--- config.mk ---
export PLATFORM = sky130hd
export DESIGN_NAME = rf_2r1w_clr
export DESIGN_NICKNAME = d
export VERILOG_FILES = /design/src/rtl/rf_2r1w_clr_pkg.sv /design/src/rtl/rf_2r1w_clr_clear_ctrl.sv /design/src/rtl/rf_2r1w_clr.sv
export SDC_FILE = /design/constraint.sdc
export NUM_CORES = 1
export LEC_CHECK = 0
export CORE_ASPECT_RATIO = 1.5
export CORE_MARGIN = 2
export CORE_UTILIZATION = 40
export CTS_CLUSTER_SIZE = 12
export DETAILED_ROUTE_END_ITERATION = 8
export SYNTH_ARGS = -nofsm -noshare
export SYNTH_HDL_FRONTEND = slang
export SYNTH_HIERARCHICAL = 1
export SYNTH_SLANG_ARGS = --single-unit
--- constraint.sdc ---
create_clock -name CLK -period 2.6 [get_ports CLK]
set_input_delay 0.52 -clock CLK [delete_from_list [all_inputs] [get_ports CLK]]
set_output_delay 0.52 -clock CLK [all_outputs]
set_load 0.05 [all_outputs]
--- src/rtl/rf_2r1w_clr_pkg.sv ---
// Shared types and helpers for the 2-read/1-write register file with
// hardware clear sweep.
package rf_pkg;

    // Clear-sequencer state: sweeping entries to zero, or normal operation
    typedef enum logic {
        CLEAR = 1'b0,
        RUN   = 1'b1
    } rf_state_t;

    localparam int DATA_W_DEF = 8;
    localparam int ADDR_W_DEF = 5;

    // True when an address maps onto an implemented entry
    function automatic logic in_range(input logic [31:0] addr, input logic [31:0] depth);
        return addr < depth;
    endfunction

endpackage

--- src/rtl/rf_2r1w_clr_clear_ctrl.sv ---
// Clear sequencer: after reset, sweeps a zero-write over every entry and
// holds busy until the last entry has been written.
module rf_clear_ctrl
    import rf_pkg::*;
#(
    parameter int ADDR_W = ADDR_W_DEF,
    parameter int DEPTH  = 32
) (
    input  logic              i_clk,
    input  logic              i_rst_n,
    output logic              o_busy,
    output logic              o_clr_we,
    output logic [ADDR_W-1:0] o_clr_addr
);

    localparam logic [ADDR_W-1:0] LAST = ADDR_W'(DEPTH - 1);

    rf_state_t         r_state;
    logic [ADDR_W-1:0] r_ptr;
    logic              r_busy;

    // Sweep FSM: reset parks at entry 0, each later edge clears one entry
    always_ff @(posedge i_clk) begin
        if (!i_rst_n) begin
            r_state <= CLEAR;
            r_ptr   <= '0;
            r_busy  <= 1'b1;
        end else begin
            case (r_state)
                CLEAR: begin
                    r_ptr <= r_ptr + 1'b1;
                    if (r_ptr == LAST) begin
                        r_state <= RUN;
                        r_busy  <= 1'b0;
                    end
                end
                RUN: begin
                    r_state <= RUN;
                end
                default: begin
                    r_state <= CLEAR;
                    r_ptr   <= '0;
                    r_busy  <= 1'b1;
                end
            endcase
        end
    end

    // The reset edge itself also zeroes entry 0, so the sweep starts clean
    assign o_clr_we   = !i_rst_n || (r_state == CLEAR);
    assign o_clr_addr = i_rst_n ? r_ptr : '0;
    assign o_busy     = r_busy;

endmodule

--- src/rtl/rf_2r1w_clr.sv ---
// Register file, one write port and two independent registered read ports
// with write-to-read bypass. A hardware sweep zeroes all entries after reset.
// Optional macro RF_ZERO_REG_EN: entry 0 reads as zero and ignores writes.
module rf_2r1w_clr
    import rf_pkg::*;
#(
    parameter int DATA_W = DATA_W_DEF,
    parameter int ADDR_W = ADDR_W_DEF,
    parameter int DEPTH  = 32
) (
    input  logic              CLK,
    input  logic              RST_N,
    input  logic              W_E,
    input  logic [ADDR_W-1:0] W_A,
    input  logic [DATA_W-1:0] I,
    input  logic              R_E_A,
    input  logic [ADDR_W-1:0] R_A_A,
    output logic [DATA_W-1:0] RE_OUT_A,
    output logic              R_V_A,
    input  logic              R_E_B,
    input  logic [ADDR_W-1:0] R_A_B,
    output logic [DATA_W-1:0] RE_OUT_B,
    output logic              R_V_B,
    output logic              BUSY
);

`ifdef RF_ZERO_REG_EN
    localparam bit ZERO_REG = 1'b1;
`else
    localparam bit ZERO_REG = 1'b0;
`endif

    logic [DATA_W-1:0] r_mem [DEPTH];
    logic [DATA_W-1:0] r_out_a, r_out_b;
    logic              r_vld_a, r_vld_b;

    logic              w_busy;
    logic              w_clr_we;
    logic [ADDR_W-1:0] w_clr_addr;
    logic              w_wr_ok;
    logic [DATA_W-1:0] w_rd_a, w_rd_b;

    rf_clear_ctrl #(
        .ADDR_W (ADDR_W),
        .DEPTH  (DEPTH)
    ) u_clr (
        .i_clk      (CLK),
        .i_rst_n    (RST_N),
        .o_busy     (w_busy),
        .o_clr_we   (w_clr_we),
        .o_clr_addr (w_clr_addr)
    );

    // A user write lands only in RUN, in range, and not on a hardwired zero entry
    assign w_wr_ok = W_E && !w_busy
                  && in_range(32'(W_A), 32'(DEPTH))
                  && !(ZERO_REG && (W_A == '0));

    // Storage: the clear sweep has priority over user writes
    always_ff @(posedge CLK) begin
        if (w_clr_we) begin
            r_mem[w_clr_addr] <= '0;
        end else if (w_wr_ok) begin
            r_mem[W_A] <= I;
        end
    end

    // Port A read mux: hardwired zero, then bypass, then array, else zero
    always_comb begin
        w_rd_a = '0;
        if (!(ZERO_REG && (R_A_A == '0))) begin
            if (w_wr_ok && (W_A == R_A_A)) begin
                w_rd_a = I;
            end else if (in_range(32'(R_A_A), 32'(DEPTH))) begin
                w_rd_a = r_mem[R_A_A];
            end
        end
    end

    // Port B read mux, identical to port A
    always_comb begin
        w_rd_b = '0;
        if (!(ZERO_REG && (R_A_B == '0))) begin
            if (w_wr_ok && (W_A == R_A_B)) begin
                w_rd_b = I;
            end else if (in_range(32'(R_A_B), 32'(DEPTH))) begin
                w_rd_b = r_mem[R_A_B];
            end
        end
    end

    // Port A output register: data holds when idle or busy, valid pulses per read
    always_ff @(posedge CLK) begin
        if (!RST_N) begin
            r_out_a <= '0;
            r_vld_a <= 1'b0;
        end else if (w_busy) begin
            r_vld_a <= 1'b0;
        end else if (R_E_A) begin
            r_out_a <= w_rd_a;
            r_vld_a <= 1'b1;
        end else begin
            r_vld_a <= 1'b0;
        end
    end

    // Port B output register, identical to port A
    always_ff @(posedge CLK) begin
        if (!RST_N) begin
            r_out_b <= '0;
            r_vld_b <= 1'b0;
        end else if (w_busy) begin
            r_vld_b <= 1'b0;
        end else if (R_E_B) begin
            r_out_b <= w_rd_b;
            r_vld_b <= 1'b1;
        end else begin
            r_vld_b <= 1'b0;
        end
    end

    assign RE_OUT_A = r_out_a;
    assign R_V_A    = r_vld_a;
    assign RE_OUT_B = r_out_b;
    assign R_V_B    = r_vld_b;
    assign BUSY     = w_busy;

endmodule
-- Yosys cells after proc, flatten, opt, wreduce, memory -nomap -nowiden
Memories as Yosys holds them, arrays and structs flattened.
Index checks and enable logic that the tools add are counted.
W data, S select, Z words.
- bits of input ports: 28
- latch bits: 0
- bits in read-only memories: 0
- memories: 1
- logic and storage cells: 41
- bits in registers: 25
- memory bits (writable): 256
- memory list (name ; words ; width ; rd ports ; clocked after memory_dff ; wr ports ; line ; RTL):
    r_mem ; 32 ; 8 ; 2 ; 0 ; 1 ; rf_2r1w_clr.sv:33 ; logic [DATA_W-1:0] r_mem [DEPTH];
- bitwise logic cells: 3
- $mul: 0
- multiplexer cells: 15
- div/mod/pow operators: 0
- magnitude comparators: 0
- equality and inequality tests: 3
- reductions and logical operators: 11
- shifts and indexed selects: 0
- $add $sub $neg: 1
- operator list (kind ; number):
    $mux W8 ; 3
    $eq A5 B5 Y1 ; 2
    $mux W5 ; 2
    $mux W1 ; 9
    $reduce_or A8 Y1 ; 1
    $reduce_and A2 Y1 ; 3
    $add A5 B1 Y5 const B ; 1
    $eq A5 B5 Y1 const B ; 1
    $logic_and A1 B1 Y1 ; 3
    $not A1 Y1 ; 3
    $logic_not A1 Y1 ; 2
    $pmux W1 S2 ; 1
    $reduce_or A2 Y1 ; 1
    $logic_or A1 B1 Y1 ; 1

-- Logic depth before layout (Yosys ltp)
Gate-level depths: netlist of run 1.
- word-level depth: 7
- depth in mapped cells: 9
- mapped depth without buffers: 7

-- Hierarchy
Netlist of run 1, hierarchy kept.
- modules (own cells, without submodules) (module ; cells each ; times used ; area each (um^2) ; sequential area each (um^2)):
    rf_2r1w_clr ; 800 ; 1 ; 13191.4 ; 8047.7
    rf_clear_ctrl ; 35 ; 1 ; 341.6 ; 140.1

-- Least setup slack after synthesis of run 1
OpenSTA, ideal clock, no wires.
- kind: input -> register
- start point: input RST_N
- end point: memory r_mem[0][3] (netlist name) (data pin)
- data required time: 2155 ps
- data arrival time: 2262 ps
- setup slack: -107 ps
- stages: 4
- cells stage by stage: clkbuf_1 > nand2_1 > clkbuf_1 > nor3_1
- longest elaborated chain between the ends: 6
- ends and longest elaborated chain (element ; line ; RTL):
    start, declared ; rf_2r1w_clr.sv:12 ; input logic RST_N,
    $logic_not A1 Y1 ; rf_2r1w_clr_clear_ctrl.sv:50 ; assign o_clr_we = !i_rst_n || (r_state == CLEAR);
    $logic_or A1 B1 Y1 ; rf_2r1w_clr_clear_ctrl.sv:50 ;
    named net w_clr_we ; rf_2r1w_clr.sv:38 ; logic w_clr_we;
    $mux W1 ; rf_2r1w_clr.sv:61 ; if (w_clr_we) begin
    $mux W1 (implied by the code) ; rf_2r1w_clr.sv:64 ; r_mem[W_A] <= I;
    $reduce_or A8 Y1 (no line) ; -- ;
    $mux W8 (no line) ; -- ;
    end, declared ; rf_2r1w_clr.sv:33 ;
The timed path passes the listed nets, and every way through them passes these cells.

-- Final worst setup path of run 1
- start point: register u_clr.r_state
- end point: memory r_mem[19][0] (netlist name), enable pin
- longest elaborated chain between the ends: 6
- elaborated cells on any way between the ends: 9
- classes of those cells: mux: 6; bitwise: 1; reduce/logical: 2
- ends and longest elaborated chain (element ; line ; RTL):
    start, declared ; rf_2r1w_clr_clear_ctrl.sv:18 ; rf_state_t r_state;
    start signal, assigned ; rf_2r1w_clr_clear_ctrl.sv:25 ; r_state <= CLEAR;
    start signal, assigned ; rf_2r1w_clr_clear_ctrl.sv:33 ; r_state <= RUN;
    start signal, assigned ; rf_2r1w_clr_clear_ctrl.sv:38 ; r_state <= RUN;
    $not A1 Y1 (no line) * ; -- ;
    $logic_or A1 B1 Y1 * ; rf_2r1w_clr_clear_ctrl.sv:50 ;
    named net w_clr_we ; rf_2r1w_clr.sv:38 ;
    $mux W1 ; rf_2r1w_clr.sv:61 ;
    $mux W1 (implied by the code) ; rf_2r1w_clr.sv:64 ;
    $reduce_or A8 Y1 (no line) ; -- ;
    $mux W5 (no line) or $mux W1 (tied branches) ; -- ;
The timed path passes the listed nets; every way through them passes the cells marked *.

==> impl_summary.log, run 1 <==
[metrics] share of total power consumed by net switching: 22.5%
[metrics] total instance count after detailed placement: 1379
[metrics] endpoint arrival time on the critical path: 2640 ps
[metrics] cell internal pwr: 7.25 mW
[metrics] total number of H-tree levels: 1
[metrics] Min-Delay Path Class: reg2reg
[metrics] Detailed Place HPWL: 31400 µm
[metrics] core box area: 33300 µm²
[metrics] category of cells accounting for the largest share of critical-path delay: simple AND/OR/NAND/NOR gates
[metrics] cell-by-cell listing of the critical path: nand2_1 > nor2_2 > buf_12 > nand2_1 > o31ai_1 > nand2_1 > nor2_1
[metrics] remaining number of nets flagged by the antenna check after routing: 0
[metrics] Achievable Freq: 0.407 GHz
[metrics] post-DR vias/cell: 6.18
[metrics] crit path max-delay cell type: nor2_1
[metrics] element type at the critical path start: flip-flop
[metrics] clock latency at the later pin of the worst-skew pair: 570 ps
[metrics] setup violation total in the final timing report: 0
[metrics] post-synthesis cell area: 13500 µm²
[metrics] maximum fanout count along the critical path: 13
[metrics] number of hold violations in the final report: 0
[metrics] area added between synthesis and finish: 19.5%
[metrics] transition time at the pin with the least slew margin: 724 ps
[metrics] run status: complete, no violations
[metrics] overall routing resource usage: 24.3%
[metrics] number of rows created at floorplan: 82
[metrics] via count of the first global-routing pass: 8913
[metrics] CTS root buf: clkbuf_16
[metrics] first-pass GRT wire length: 61700 µm
[metrics] average cell area after synthesis: 16.2 µm²
[metrics] CTS tree: built
[metrics] Iter 0 DRT Violations: 899
[metrics] #FFs+latches synth: 281
[metrics] worst setup path class: reg2reg
[metrics] final wirelength: 42700 µm
[metrics] net count of the mapped netlist: 865
[metrics] Cell Pwr Density: 579 nW/µm²
[metrics] area share of the largest cell type after synthesis: 56.8%
[metrics] Netlist cell types: 56
[metrics] starting utilization of the core area: 40.6%
[metrics] vias: 8803
[metrics] Worst EP required: 2790 ps
[metrics] wire per inst: 30.0 µm
[metrics] Yosys Warn Count: 6
[metrics] number of standard cells in the layout, taps in and fillers out: 1424
[metrics] final total power: 9.36 mW
[metrics] area of the multi-input gates: 4950 µm²
[metrics] most used cell along the critical path: nand2_1
[metrics] TritonRoute pass-1 iters: 5
[metrics] Net Switching: 2.11 mW
[metrics] detailed-route DRC error count: 0
[metrics] cell type contributing the most total cell area after synthesis: edfxtp_1
[metrics] share of the yosys chip area belonging to registers: 60.5%
[metrics] Comb pwr share: 8.6%
[metrics] grt total ovfl: 0
[metrics] antenna diode instance count: 0
[metrics] cell count after synthesis: 835
[metrics] input/output buffers: 46
[metrics] routability-driven placement congestion ratio: 0.945
[metrics] cell types occupying the most area after synthesis: edfxtp_1 57%, mux4_2 15%, mux2i_1 3.8%, dfxtp_1 3.7%, mux2_2 2.2%
[metrics] Worst Skew: 15.9 ps
[metrics] Pleak: 5.83 nW
[metrics] number of synthesized flops with an enable pin: 256
[metrics] number of violations of the max-capacitance limit: 0
[metrics] Die Width: 154 µm
[metrics] number of hold-repair buffers added at the cts stage: 0
[metrics] max-slew headroom at the worst pin: 51.5%
[metrics] period utilization: 94.4%
[metrics] count of clock tree sinks: 281
[metrics] share of total power in the clock network: 38.9%
[metrics] antenna violations before repair: 1
[metrics] proportion of layout cells with a drive suffix above 1: 31.3%
[metrics] total clock buffers created by CTS: 28
[metrics] highest cell delay on the worst timing path: 620 ps
[metrics] maximum root-to-sink buffer count: 3
[metrics] utilization after layout: 48.5%
[metrics] number of buffer and inverter stages on the critical path: 1
[metrics] share of async-settable or async-resettable flops after synthesis: 0%
[metrics] Chip Height: 229 µm
[metrics] Critical Path End Type: flip-flop
[metrics] clock-pin transition on the worst setup and hold timing paths: 70 ps
[metrics] Final Critical Period: 2460 ps
[metrics] final-stage net count: 1019
[metrics] main flop type after synthesis: edfxtp_1
[metrics] setup slack, reg-to-reg: 140 ps
[metrics] Pins Over Slew Limit: 0
[metrics] count of pins on the block boundary: 47
[metrics] overall die area: 35400 µm²
[metrics] fraction of power consumed by sequential logic: 52.4%
[metrics] maximum number of pins on one net before global-route repair: 38
[metrics] Peak VDD IR: 0.425 mV
[metrics] fill cell total of the finished layout: 2794
[metrics] area occupied by registers: 8190 µm²
[metrics] RSZ-0062 raised after global routing: yes
## cells in the mapped netlist, types with 2 or more instances
cell type	instances
clkbuf_1	19
o21ai_0	17
or2_2	4
xor2_1	4
mux4_1	4
mux2i_1	52
ha_1	2
xnor2_1	8
a21oi_1	6
nand3_1	7
a221o_1	11
nand2_1	37
mux2_2	27
nor2_1	50
inv_1	6
o221ai_1	2
a221oi_1	10
nand2b_1	13
a31oi_1	5
a41oi_1	4
a211o_1	2
edfxtp_1	256
buf_12	2
and3_1	6
and2_1	15
nor2b_1	14
a2111oi_0	9
buf_4	15
nor3_1	11
o22ai_1	36
a22o_1	4
a211oi_1	9
mux4_2	93
nor4_1	2
nand3b_1	3
buf_2	13
o21ai_1	6
dfxtp_1	25
buf_6	9
## power groups by stage
stage	registers, mW	logic (mW)	clock network (mW)
4_1_cts	4.91	0.805	3.69
3_3_place_gp	5.00	0.801	0
5_1_grt	4.91	0.847	3.86
6_report	4.91	0.809	3.64
3_5_place_dp	5.00	0.800	0
2_1_floorplan	4.99	0.473	0
## metal layers
layer / vias to the layer above / routed length, µm / part of all wire [%] / global-route usage [%]
met2: 501 / 22400 / 52 / 44.1
li1: 3721 / - / - / -
met3: 82 / 3140 / 7.4 / 2.74
met5: - / 0 / 0 / 0
met1: 4499 / 15300 / 36 / 29.2
met4: 0 / 1910 / 4.5 / 10.2
## worst min-delay path: cells and delay by family (launching register included)
| family | cells | cell delay (ps) |
|---|---|---|
| DFF | 1 | 310 |
| and+or+nand+nor | 2 | 110 |
## cells by family (layout without fill, tap and decap cells)
group,count (synthesis),after routing,share of synthesized area [%]
adder cells (fa/ha/maj),2,2,0.185
buffers and inverters,65,234,3.08
AND/OR/NAND/NOR,174,174,6.53
flip-flops,281,281,60.5
AO/OA/AOI/OAI,125,125,6.58
XOR/XNOR,12,12,0.777
multiplexers,176,176,22.3
## through the flow
stage               hold WS, ps  setup slack (ps)  setup TNS [ps]  area [µm²]
floorplan                   496              48.7               0       13500
global placement            458              -315          -43180       15400
detailed placement          464              -399          -42980       15400
CTS                         477              82.1               0       16200
global route                484             -35.8            -555       16200
finish                      474               145               0       16200
## cell type report
| class | instances | area share (%) |
|---|---|---|
| inverter | 6 | 0.139 |
| timing repair buffer | 183 | 10.5 |
| clock buffer | 39 | 4.59 |
| tap | 420 | 3.25 |
| clock inverter | 6 | 0.271 |
| sequential | 281 | 50.6 |
| multi-input combinational | 489 | 30.6 |
## placed cells by master, fill, tap and decap left out, drive strengths merged, types with 5 or more instances in the layout
cell | synthesis | routed
edfxtp | 256 | 256
buf | 40 | 142
mux4 | 97 | 97
mux2i | 52 | 52
nor2 | 52 | 52
clkdlybuf4s50 | 0 | 41
clkbuf | 19 | 39
nand2 | 37 | 37
o22ai | 36 | 36
mux2 | 27 | 27
dfxtp | 25 | 25
o21ai | 24 | 24
and2 | 15 | 15
nand2b | 15 | 15
nor2b | 14 | 14
a221o | 11 | 11
nor3 | 11 | 11
a221oi | 10 | 10
a211oi | 9 | 9
a2111oi | 9 | 9
xnor2 | 8 | 8
nand3 | 7 | 7
inv | 6 | 6
and3 | 6 | 6
a21oi | 6 | 6
a31oi | 5 | 5
or2 | 5 | 5
clkinv | 0 | 5
## registers in the layout, summed over array words and instances, names as in the netlist
register       count
R_V_A              1
r_mem            256
RE_OUT_A           8
RE_OUT_B           8
R_V_B              1
u_clr/r_state      1
u_clr/r_ptr        5
u_clr/o_busy       1
## path summary, 6_finish.rpt
check / start / to / cells after the start
worst max-delay path: u_clr/r_state$_SDFF_PN0_ / r_mem[19][0]$_DFFE_PP_ / 7
worst min-delay path: RE_OUT_A[2]$_SDFFE_PN0P_ / RE_OUT_A[2]$_SDFFE_PN0P_ / 2
worst max register to register: u_clr/r_state$_SDFF_PN0_ / r_mem[19][0]$_DFFE_PP_ / 7
worst min register to register: RE_OUT_A[2]$_SDFFE_PN0P_ / RE_OUT_A[2]$_SDFFE_PN0P_ / 2
## repair_timing
| item | in CTS | in global routing |
|---|---|---|
| endpoints found under the hold margin | 0 | 0 |
| gates resized for setup | 0 | 5 |
| buffers inserted | 0 | 0 |
| setup endpoints to repair | 0 | 56 |
No activity file was read; power rests on OpenSTA's default activity.
==> run 2, diff against run 1 <==
--- a/config.mk
+++ b/config.mk
@@ -5,6 +5,7 @@
 export SDC_FILE = /design/constraint.sdc
 export NUM_CORES = 1
 export LEC_CHECK = 0
+export CAP_MARGIN = 0
 export CORE_ASPECT_RATIO = 1.5
 export CORE_MARGIN = 2
 export CORE_UTILIZATION = 40
==> results of run 2 <==
Same layout as run 1: the final DEF is identical, and so are final timing and power.
